## src/rtl/fetch_pkg.sv

```systemverilog
// fetch_pkg: shared types and constants for the instruction fetch stage.
// Latency: n/a (declarations only).
// Backpressure: n/a.
package fetch_pkg;

  localparam int PKG_XLEN   = 32;
  localparam int INST_BYTES = 4;

  localparam logic [PKG_XLEN-1:0] DEFAULT_RESET_PC = 32'h0000_0000;

  // RUN: nothing outstanding; WAIT: response will be kept; DROP: response will be discarded
  typedef enum logic [1:0] {
    RUN  = 2'd0,
    WAIT = 2'd1,
    DROP = 2'd2
  } fsm_t;

  // One buffered instruction together with the address it was fetched from
  typedef struct packed {
    logic [PKG_XLEN-1:0] pc;
    logic [PKG_XLEN-1:0] inst;
  } fetch_entry_t;

  // Clear the byte-offset bits so an address always names a whole instruction word
  function automatic logic [PKG_XLEN-1:0] word_align(input logic [PKG_XLEN-1:0] addr);
    return addr & ~(PKG_XLEN'(INST_BYTES - 1));
  endfunction

endpackage

```

## src/rtl/fetch_fifo.sv

```systemverilog
// fetch_fifo: small circular buffer of fetch_entry_t between imem responses and the decoder.
// Latency: a push is visible at the head on the next cycle; the head is read combinationally.
// Backpressure: pushes beyond DEPTH are ignored (the fetch side never issues them); flush wins over push.
module fetch_fifo
  import fetch_pkg::*;
#(
  parameter int DEPTH = 2,
  localparam int CW = $clog2(DEPTH) + 1
) (
  input  logic         clk,
  input  logic         rst,
  input  logic         push,
  input  fetch_entry_t push_entry,
  input  logic         pop,
  input  logic         flush,
  output logic [CW-1:0] count,
  output fetch_entry_t head
);

  localparam int PW = (DEPTH > 1) ? $clog2(DEPTH) : 1;
  localparam logic [CW-1:0] FULL = CW'(DEPTH);

  fetch_entry_t    mem [DEPTH];
  logic [PW-1:0]   wr_ptr;
  logic [PW-1:0]   rd_ptr;
  logic            do_push;
  logic            do_pop;

  // A flush cancels any push or pop presented in the same cycle.
  assign do_pop  = pop && (count != '0) && !flush;
  assign do_push = push && !flush && ((count != FULL) || do_pop);

  // Pointer and occupancy bookkeeping; depth is a power of two so pointers wrap naturally.
  always_ff @(posedge clk) begin
    if (rst || flush) begin
      wr_ptr <= '0;
      rd_ptr <= '0;
      count  <= '0;
    end else begin
      if (do_push) wr_ptr <= wr_ptr + PW'(1);
      if (do_pop)  rd_ptr <= rd_ptr + PW'(1);
      count <= count + CW'(do_push) - CW'(do_pop);
    end
  end

  // Entry storage needs no reset: occupancy alone decides what is valid.
  always_ff @(posedge clk) begin
    if (do_push) mem[wr_ptr] <= push_entry;
  end

  assign head = mem[rd_ptr];

endmodule

```

## src/rtl/fetch_unit.sv

```systemverilog
// fetch_unit: owns the fetch PC, issues one-at-a-time imem word reads, buffers results for the decoder.
// Latency: grant in G, response in R -> inst_valid in R+1 (in R when FETCH_BYPASS_EN and FIFO empty).
// Backpressure: inst_ready low fills the FIFO; imem_req drops while full or while a read is outstanding.
// Build option FETCH_BYPASS_EN: forward a kept response straight to the decoder when the FIFO is empty.
module fetch_unit
  import fetch_pkg::*;
#(
  parameter int              XLEN       = 32,
  parameter logic [XLEN-1:0] RESET_PC   = DEFAULT_RESET_PC,
  parameter int              FIFO_DEPTH = 2
) (
  input  logic            clk,
  input  logic            rst,
  input  logic            jump_flag,
  input  logic [XLEN-1:0] jump_target,
  output logic            imem_req,
  output logic [XLEN-1:0] imem_addr,
  input  logic            imem_gnt,
  input  logic            imem_rvalid,
  input  logic [XLEN-1:0] imem_rdata,
  output logic            inst_valid,
  input  logic            inst_ready,
  output logic [XLEN-1:0] inst,
  output logic [XLEN-1:0] inst_pc
);

  localparam int              CW         = $clog2(FIFO_DEPTH) + 1;
  localparam logic [CW-1:0]   FULL_COUNT = CW'(FIFO_DEPTH);
  localparam logic [XLEN-1:0] PC_STEP    = XLEN'(INST_BYTES);

  fsm_t            fsm;
  fsm_t            fsm_nxt;
  logic [XLEN-1:0] fetch_pc;
  logic [XLEN-1:0] req_pc;
  logic [CW-1:0]   count;
  fetch_entry_t    head;
  fetch_entry_t    push_entry;

  logic grant;
  logic resp_keep;
  logic fifo_empty;
  logic bypass;
  logic push;
  logic pop_fifo;

  // Request depends on registered state only, so the memory never sees a combinational loop.
  assign imem_req   = (fsm == RUN) && (count < FULL_COUNT) && !rst;
  assign imem_addr  = fetch_pc;
  assign grant      = imem_req && imem_gnt;
  assign fifo_empty = (count == '0);

  // A response is kept only when it belongs to the current stream and no redirect is arriving.
  assign resp_keep  = (fsm == WAIT) && imem_rvalid && !jump_flag;

`ifdef FETCH_BYPASS_EN
  assign bypass = resp_keep && fifo_empty && !rst;
`else
  assign bypass = 1'b0;
`endif

  // Decoder-facing head: buffered entry first, otherwise a same-cycle response when bypassing.
  always_comb begin
    inst_valid = 1'b0;
    inst       = '0;
    inst_pc    = '0;
    if (!fifo_empty) begin
      inst_valid = 1'b1;
      inst       = head.inst;
      inst_pc    = head.pc;
    end else if (bypass) begin
      inst_valid = 1'b1;
      inst       = imem_rdata;
      inst_pc    = req_pc;
    end
  end

  // A bypassed word already consumed by the decoder must not also be buffered.
  always_comb begin
    push_entry      = '0;
    push_entry.pc   = req_pc;
    push_entry.inst = imem_rdata;
    push            = resp_keep && !(bypass && inst_ready);
    pop_fifo        = inst_valid && inst_ready && !fifo_empty;
  end

  fetch_fifo #(
    .DEPTH (FIFO_DEPTH)
  ) u_fifo (
    .clk        (clk),
    .rst        (rst),
    .push       (push),
    .push_entry (push_entry),
    .pop        (pop_fifo),
    .flush      (jump_flag),
    .count      (count),
    .head       (head)
  );

  // State register.
  always_ff @(posedge clk) begin
    if (rst) fsm <= RUN;
    else     fsm <= fsm_nxt;
  end

  // Next state: a redirect turns any outstanding or just-granted read into one to discard.
  always_comb begin
    fsm_nxt = fsm;
    case (fsm)
      RUN: begin
        if (grant) fsm_nxt = jump_flag ? DROP : WAIT;
      end
      WAIT: begin
        if (imem_rvalid)    fsm_nxt = RUN;
        else if (jump_flag) fsm_nxt = DROP;
      end
      DROP: begin
        if (imem_rvalid) fsm_nxt = RUN;
      end
      default: fsm_nxt = RUN;
    endcase
  end

  // Fetch PC: redirect wins over the sequential advance of a granted request.
  always_ff @(posedge clk) begin
    if (rst)            fetch_pc <= word_align(RESET_PC);
    else if (jump_flag) fetch_pc <= word_align(jump_target);
    else if (grant)     fetch_pc <= fetch_pc + PC_STEP;
  end

  // Remember the address of the outstanding read so its data can be tagged on return.
  always_ff @(posedge clk) begin
    if (rst)        req_pc <= '0;
    else if (grant) req_pc <= fetch_pc;
  end

endmodule

```

## config.mk

```make
export PLATFORM = sky130hd
export DESIGN_NAME = fetch_unit
export DESIGN_NICKNAME = d
export VERILOG_FILES = /design/src/rtl/fetch_pkg.sv /design/src/rtl/fetch_fifo.sv /design/src/rtl/fetch_unit.sv
export SDC_FILE = /design/constraint.sdc
export NUM_CORES = 1
export LEC_CHECK = 0
export BUFFER_PORTS_ARGS = -buffer_cell sky130_fd_sc_hd__buf_2
export CAP_MARGIN = 30
export CORE_MARGIN = 2
export CORE_UTILIZATION = 54
export DETAILED_ROUTE_END_ITERATION = 6
export MAX_ROUTING_LAYER = met4
export PLACE_DENSITY = 0.79
export RECOVER_POWER = 25
export SLEW_MARGIN = 15
export SYNTH_ARGS = -nofsm -noshare
export SYNTH_HDL_FRONTEND = slang
export SYNTH_SLANG_ARGS = --single-unit
```

## constraint.sdc

```tcl
create_clock -name clk -period 6.1 [get_ports clk]
set_input_delay 0 -clock clk [delete_from_list [all_inputs] [get_ports clk]]
set_output_delay 0 -clock clk [all_outputs]
set_load 0.05 [all_outputs]
```

# == Word level (Yosys, flattened, before mapping) ==
# Memories as Yosys holds them, arrays and structs flattened. A register that Yosys moved wholly into a read port is not among the register bits.
# Index checks and enable logic that the tools add are counted.
# word_totals
register_bits,70
mem_bits_rw,128
inputBits,70
memories,1
# memory_table
name,depth,width,read_ports,rd_clocked_by_memory_dff,write_ports,line,source
u_fifo.mem,2,64,1,1,1,fetch_fifo.sv:23,fetch_entry_t mem [DEPTH];
# classes
add_sub_neg,5
magnitude_cmp,1
eq_ne,6
mux,15
reduce_logical,22
# op_table
cell,n
32-bit two-way mux,4
"32-bit by 3-bit adder with 32-bit output, second input constant",1
1-bit logical AND,11
2-bit two-way mux,5
"2-bit inequality test, second input constant",3
2-bit one-hot mux with 3 select lines,1
1-bit two-way mux,5
2-bit zero test,2
2-bit nonzero test,2
1-bit zero test,3
"3-bit inequality test, second input constant",1
3-bit AND reduction,1
"1-bit adder, second input constant",2
2-bit by 1-bit adder with 2-bit output,1
"2-bit by 1-bit equality test with 1-bit output, second input constant",1
"2-bit equality test, second input constant",1
1-bit logical OR,2
"2-bit < comparator, second input constant",1
2-bit OR reduction,1
2-bit by 1-bit subtractor with 2-bit output,1

# == Depth between registers and ports, before layout ==
# Gate-level depths: netlist of run 1.
# logic_depth
depth_word,10
mapped_depth,8

# == Hierarchy ==
# From an unflattened synthesis of run 1, not the netlist that was laid out.
# hier_totals
hier_cells,695
area_unflattened_um2,8664.6
# modules_own_cells
module,n_inst,cells_per_inst,area_per_inst_um2,seq_area_each_um2
fetch_fifo,1,234,5172.5,3943.8
fetch_unit,1,461,3492.1,1241.2

# == Least setup slack after synthesis of run 1 ==
# OpenSTA, ideal clock, no wires.
# synth_path
kind,register to register
from,reg fsm[1]
to,mem u_fifo.mem[0][0] in the netlist's numbering (enable)
setup_ns,0.558
arrival_ns,4.943
slack_ns,0.599
stages_incl_launch_ff,3
n_path_buf,0
period_less_slack_ns,5.501
path_cell_list,dfxtp_1 -> nand4b_1 -> nor3_1
# synth_between
elab_chain_cells,7
# synth_rtl
element,line,source
from (decl),fetch_unit.sv:31,fsm_t fsm;
from (signal assigned),fetch_unit.sv:102,else fsm <= fsm_nxt;
2-bit by 1-bit equality test with 1-bit output,fetch_unit.sv:53,assign resp_keep = (fsm == WAIT) && imem_rvalid && !jump_flag;
1-bit logical AND (2 in a row),fetch_unit.sv:53,
1-bit logical AND (2 in a row),fetch_fifo.sv:31,assign do_push = push && !flush && ((count != FULL) || do_pop);
1-bit two-way mux,fetch_fifo.sv:48,if (do_push) mem[wr_ptr] <= push_entry;
1-bit two-way mux (implied by the code),fetch_fifo.sv:48,
to (decl),fetch_fifo.sv:23,
# No other way between the ends.

# == Worst setup path after layout of run 1 ==
# layout_path
from,reg u_fifo.count[1]
to,"reg fetch_pc[18], in the netlist imem_addr[18]"
# layout_between
elab_chain_cells,5
# layout_rtl
element,line,source
from (decl),fetch_fifo.sv:16,"output logic [CW-1:0] count,"
from (signal assigned),fetch_fifo.sv:42,count <= count + CW'(do_push) - CW'(do_pop);
2-bit < comparator,fetch_unit.sv:47,assign imem_req = (fsm == RUN) && (count < FULL_COUNT) && !rst;
1-bit logical AND (2 in a row),fetch_unit.sv:47,
1-bit logical AND,fetch_unit.sv:49,assign grant = imem_req && imem_gnt;
2-bit nonzero test (no source line),n/a,
to (signal assigned),fetch_unit.sv:125,if (rst) fetch_pc <= word_align(RESET_PC);
to (signal assigned),fetch_unit.sv:126,else if (jump_flag) fetch_pc <= word_align(jump_target);
to (signal assigned),fetch_unit.sv:127,else if (grant) fetch_pc <= fetch_pc + PC_STEP;
to (decl),fetch_unit.sv:33,logic [XLEN-1:0] fetch_pc;
# No other way between the ends.
# A chain may end at the register's enable or synchronous reset.

==> results of run 1 <==
[worst max path at each step]
stage | startpoint | endpoint | slack (ns) | cells past startpoint
floorplan | fsm[1] | u_fifo.mem[0][0] | 0.60 | 2
CTS | fsm[1] | u_fifo.mem[1][5] | 3.50 | 4
detailed placement | fsm[1] | u_fifo.mem[1][40] | 3.55 | 4
finish | u_fifo.count[1] | imem_addr[18] | 3.54 | 4
global route | u_fifo.count[1] | imem_addr[18] | 3.38 | 4
global placement | rst | imem_addr[18] | 3.68 | 6
[power breakdown]
group,internal [mW],switching (mW)
clock network,0.586,0.466
registers,1.39,0.0296
logic,0.0762,0.126
[cell type report]
class | count | share of cell area, %
clock buffer | 20 | 4.57
sequential | 191 | 50.7
clock inverter | 12 | 1.11
tap | 184 | 2.30
timing repair buffer | 232 | 14.9
multi-input combinational | 423 | 26.0
inverter | 9 | 0.338
[sequential cells by signal, indices dropped and copies added (netlist names), named ones only]
signal / cells
u_fifo.mem: 124
imem_addr: 30
fsm: 2
u_fifo.wr_ptr: 1
req_pc: 30
u_fifo.rd_ptr: 1
u_fifo.count: 2
[cell usage in the layout, fill, tap and decap left out, drive strengths merged, types with 5 or more instances in the layout]
| cell | n |
|---|---|
| buf | 147 |
| edfxtp | 124 |
| nand2 | 94 |
| nor2 | 86 |
| dfxtp | 67 |
| mux2i | 66 |
| dlygate4sd3 | 63 |
| a21oi | 44 |
| clkbuf | 42 |
| xnor2 | 21 |
| nor3 | 12 |
| nand4 | 11 |
| nor4 | 11 |
| inv | 10 |
| nand3 | 9 |
| a211oi | 9 |
| clkinv | 8 |
| o21ai | 6 |
| a311oi | 5 |
| nand3b | 5 |
[tightest hold or removal path: stages]
cell     delay [ns]
buf_2          0.08
nand2_1        0.04
o31a_1         0.09
nor2_1         0.09
a211o_1        0.12
[per-stage QoR]
step	hold slack, ns	power (mW)	area (um2)	setup WS [ns]
floorplan	0.0989	1.56	7900	0.599
global placement	0.188	1.61	8790	3.68
detailed placement	0.192	1.62	8820	3.55
CTS	0.00246	2.70	10000	3.50
global route	0.0355	2.76	9990	3.38
finish	0.0351	2.68	9990	3.54
[kinds of logic after synthesis]
group	synth area share (%)
muxes	8.37
other	0.0475
and+or+nand+nor	15.5
AOI/OAI and AO/OA	6.14
buffers and inverters	3.16
DFF	64.2
adders and majority gates	0.159
xor gates and xnor gates	2.44
[per-layer routing]
layer / vias to the layer above / share of wire (%) / track usage [%]
met5: - / 0 / -
met4: 0 / 1.4 / 7.45
met2: 198 / 48 / 36.5
li1: 2782 / - / -
met1: 2751 / 45 / 29.8
met3: 18 / 5.4 / 4.64
[timing repair]
action | 4_1_cts | 5_1_grt
endpoints found under the hold margin | 97 | 0
buffers inserted | 0 | 0
hold buffers | 63 | 0
==> results.py, run 1 <==
metrics = {
    "global_routing": {
        "track_usage_pct": 22.9,
        "grt_pass1_vias": 5655,
        "grt_pass1_wl_mm": 27.8,
        "grt-ovfl-total": 0,
        "grt_max_degree": 69,
        "antenna_found_initial": 0,
    },
    "cells_and_area": {
        "layout.nets": 945,
        "antenna_cells": 0,
        "register_area_um2": 5070,
        "multi_input_area_um2": 2600,
        "final-instance-count-excl-fill": 1071,
        "num-fill-cells": 1045,
        "fin_util_pct": 69.3,
        "syn_to_final_growth_pct": 26.6,
        "drive_gt1_share_pct": 22.7,
    },
    "cts": {
        "path_clk_slew_ns": 0.07,
        "numCtsBuffers": 17,
        "cts_max_level": 4,
        "cts-root-buf": "clkbuf_16",
        "max-clock-path-buffers": 2,
        "cts.sinks": 191,
        "postCtsResizedCells": 0,
        "clkLatencyLatePin_ns": 0.42,
        "tritoncts": "done",
    },
    "timing": {
        "min_period_ns": 2.56,
        "finalSetupViolCount": 0,
        "worst_pin_slew_ns": 0.834,
        "slew_headroom_pct": 44.4,
        "fmax_mhz": 390,
        "rsz0062_at_grt": "no",
        "final_hold_viol_count": 0,
        "fin_crit_sh_pct": 42.0,
        "fin_setup_tns_ns": 0,
        "drv_slew": 0,
        "fin_skew_ns": 0.00644,
    },
    "synth": {
        "synth.avg_cell_area_um2": 11.9,
        "yosys.area.top_type": "edfxtp_1",
        "synth_edf_count": 124,
        "syn_inst": 665,
        "async_reset_ff_share_pct": 0,
        "synth_seq_cells": 191,
        "synth.most_common_cell": "edfxtp_1",
        "synth_seq_area_share_pct": 64.2,
        "ys_types": 51,
        "synth.area.top_cells": "edfxtp_1, dfxtp_1, mux2i_1",
        "synth_area_um2": 7890,
        "synthTopCellsByCount": "edfxtp_1, nand2_1, nor2_1",
        "synth_top_cell_area_share_pct": 47.2,
        "synth_flop_cell": "edfxtp_1",
        "yosys_warnings": 0,
    },
    "route": {
        "vias": 5749,
        "drc": 0,
        "drt-vias-per-instance": 5.37,
        "routed_wl_mm": 17.3,
        "antenna_left": 0,
        "firstDrtPassIters": 7,
        "wl_per_cell_um": 16.2,
        "first_iter_violations": 403,
    },
    "worst_setup_path": {
        "r2r_end": "imem_addr[18]",
        "critPathArrivalTime_ns": 2.90,
        "cp_top_family": "simple AND/OR/NAND/NOR gates",
        "critPathSlowestCell": "or4_2",
        "critical_path.cell_chain": "nor4_4 > nand4_2 > or4_2 > a311oi_1",
        "worstSetupPathType": "reg -> reg",
        "critPathCaptureType": "flop",
        "rrSetupSlack_ns": 3.54,
        "reg2reg_depth": 4,
        "critPathRequiredTime_ns": 6.43,
        "critPathMaxStageDelay_ns": 0.70,
        "startpoint_type": "flop",
        "worstReg2RegStart": "u_fifo.count[1]",
        "crit_fanout": 12,
        "path_buf_inv": 0,
    },
    "place": {
        "dp_cells": 976,
        "io_buffers": 161,
        "gp_congestion": 0.886,
        "dp_hpwl_mm": 10.9,
    },
    "floorplanning": {
        "io_pins": 168,
        "die_area_um2": 15600,
        "core-area_um2": 14400,
        "die_h_um": 125,
        "die_w_um": 125,
        "num_rows": 44,
        "initial_core_util_pct": 54.7,
    },
    "power": {
        "p_leak_nw": 3.73,
        "ir_drop_uv": 188,
        "p_per_area_nw_per_um2": 268,
    },
    "job": {
        "drv_cap": 0,
    },
    "min_path": {
        "worstHoldPathType": "in -> reg",
        "min_path_cells": 5,
        "whs_endpoint": "imem_addr[31]",
        "min-delay-start": "jump_target[31]",
    },
    "outcome": {
        "outcome": "finished, final reports clean",
    },
}
Power figures use the tool's default switching activity.
==> run 2, diff against run 1 <==
- CORE_UTILIZATION: 54 -> 49
- PLACE_DENSITY: 0.79 -> 0.76
- clock period: 6.1 -> 2.3 ns (I/O delays scaled with it)
==> run 2 against run 1 <==
  * Largest power group unchanged
  * Final area increased by 2.8%
  * Non-clock buffer count increased by 19
  * Power increased to 2.8 times the previous value
  * Count of clock-buffer cells in the layout decreased by 1
  * First-iteration DRC count decreased by 22%
  * Via count increased by 1.5%
  * Worst setup slack got worse by 3.4 ns
  * Highest routed layer unchanged
  * Clock power increased to 2.9 times the previous value
==> results.py, run 2 (synthesis gave the netlist of run 1 again) <==
metrics = {
    "route": {
        "antenna_left": 0,
        "drc": 0,
        "vias": 5834,
        "wl_per_cell_um": 15.6,
        "routed_wl_mm": 17.5,
        "firstDrtPassIters": 5,
        "drt-vias-per-instance": 5.20,
        "first_iter_violations": 313,
    },
    "timing": {
        "min_period_ns": 2.12,
        "fmax_mhz": 471,
        "fin_skew_ns": 0.0120,
        "final_hold_viol_count": 0,
        "rsz0062_at_grt": "no",
        "slew_headroom_pct": 54.6,
        "fin_crit_sh_pct": 92.2,
        "finalSetupViolCount": 0,
        "drv_slew": 0,
        "post-route-worst-setup-slack_ns": 0.178,
        "worst_pin_slew_ns": 0.680,
    },
    "cts": {
        "cts_max_level": 4,
        "max-clock-path-buffers": 2,
        "cts-root-buf": "clkbuf_16",
        "clkLatencyLatePin_ns": 0.43,
        "postCtsResizedCells": 0,
        "cts.sinks": 191,
        "numCtsBuffers": 17,
        "tritoncts": "done",
        "path_clk_slew_ns": 0.07,
    },
    "floorplanning": {
        "io_pins": 168,
        "die_h_um": 131,
        "die_w_um": 131,
        "die_area_um2": 17100,
        "core-area_um2": 15800,
        "num_rows": 46,
        "initial_core_util_pct": 49.8,
    },
    "worst_setup_path": {
        "critPathCaptureType": "flop",
        "crit_fanout": 12,
        "critPathMaxStageDelay_ns": 0.46,
        "critPathSlowestCell": "nand4_2",
        "cp_top_family": "simple AND/OR/NAND/NOR gates",
        "startpoint_type": "flop",
        "critPathArrivalTime_ns": 2.41,
        "path_buf_inv": 0,
        "worstSetupPathType": "reg -> reg",
        "critPathRequiredTime_ns": 2.59,
        "critical_path.cell_chain": "nor4_4 > nand4_2 > nor4_1 > mux2i_1 > o21ai_0",
    },
    "global_routing": {
        "antenna_found_initial": 0,
        "track_usage_pct": 21.4,
        "grt-ovfl-total": 0,
        "grt_max_degree": 68,
        "grt_pass1_wl_mm": 27.2,
        "grt_pass1_vias": 5509,
    },
    "cells_and_area": {
        "drive_gt1_share_pct": 24.9,
        "num-fill-cells": 1220,
        "regMostFlops": "u_fifo.mem",
        "fin_util_pct": 64.9,
        "multi_input_area_um2": 2610,
        "largest_register_ffs": 124,
        "final_common_cell": "buf_2",
        "register_area_um2": 5070,
        "layout_common_cells": "buf_2, edfxtp_1, nand2_1",
        "antenna_cells": 0,
        "layout.nets": 964,
        "final-instance-count-excl-fill": 1122,
        "stdcell_area_um2": 10300,
        "syn_to_final_growth_pct": 30.2,
    },
    "place": {
        "io_buffers": 161,
        "gp_congestion": 0.835,
        "pre_cts_ws_ns": 0.242,
        "dp_hpwl_mm": 11.4,
        "placed_cell_area_um2": 9040,
        "dp_cells": 1027,
    },
    "power": {
        "power_mw": 7.38,
        "p_leak_nw": 3.86,
        "p_per_area_nw_per_um2": 719,
        "ir_drop_uv": 536,
    },
    "job": {
        "drv_cap": 0,
    },
    "min_path": {
        "worstHoldPathType": "in -> reg",
    },
    "outcome": {
        "outcome": "finished, final reports clean",
    },
}
-- run 2: power breakdown --
part           leakage (nW)  internal [mW]  switching (mW)  total [mW]
Sequential             1.77           3.70          0.0677        3.76
Combinational          1.79          0.219           0.356       0.574
Clock                 0.299           1.82            1.22        3.05
Total                  3.86           5.74            1.65        7.38
-- run 2: what timing repair did --
action	in CTS	in global routing
hold buffers	63	0
buffers inserted	0	0
hold endpoints to repair	98	0
-- run 2: worst min-delay path, stage by stage --
cell and delay [ns]:
buf_2 0.08, nand2_1 0.05, a21oi_1 0.17, a311o_1 0.13
-- run 2: path summary, 6_finish.rpt --
| path | slack, ns | cells past startpoint | from | endpoint |
|---|---|---|---|---|
| worst min-delay path | 0.03 | 4 | jump_target[29] | imem_addr[29] |
| worst max-delay path | 0.18 | 5 | u_fifo.count[1] | imem_addr[15] |
| worst min register to register | 0.45 | 0 | req_pc[13] | u_fifo.mem[0][45] |
| worst max register to register | 0.18 | 5 | u_fifo.count[1] | imem_addr[15] |
-- run 2: layout make-up --
class / instances / area share [%]
Tap cell: 216 / 2.63
Multi-Input combinational cell: 423 / 25.4
Sequential cell: 191 / 49.4
Inverter: 9 / 0.329
Timing Repair Buffer: 251 / 16.2
Clock buffer: 19 / 4.21
Clock inverter: 13 / 1.82
-- run 2: per-layer routing --
metal,wire [um],up-vias,share of wire [%],global-route usage [%]
li1,-,2832,-,-
met2,8720,195,50,35.0
met1,7520,2772,43,26.8
met3,869,35,5.0,3.58
met5,0,-,0,-
met4,395,0,2.3,8.51
-- run 2: metrics by stage --
stage	hold slack [ns]	TNS (ns)
6_report	0.0256	0
5_1_grt	0.0560	0
4_1_cts	0.00106	0
3_5_place_dp	0.192	0
3_3_place_gp	0.187	0
2_1_floorplan	0.0989	-24.00
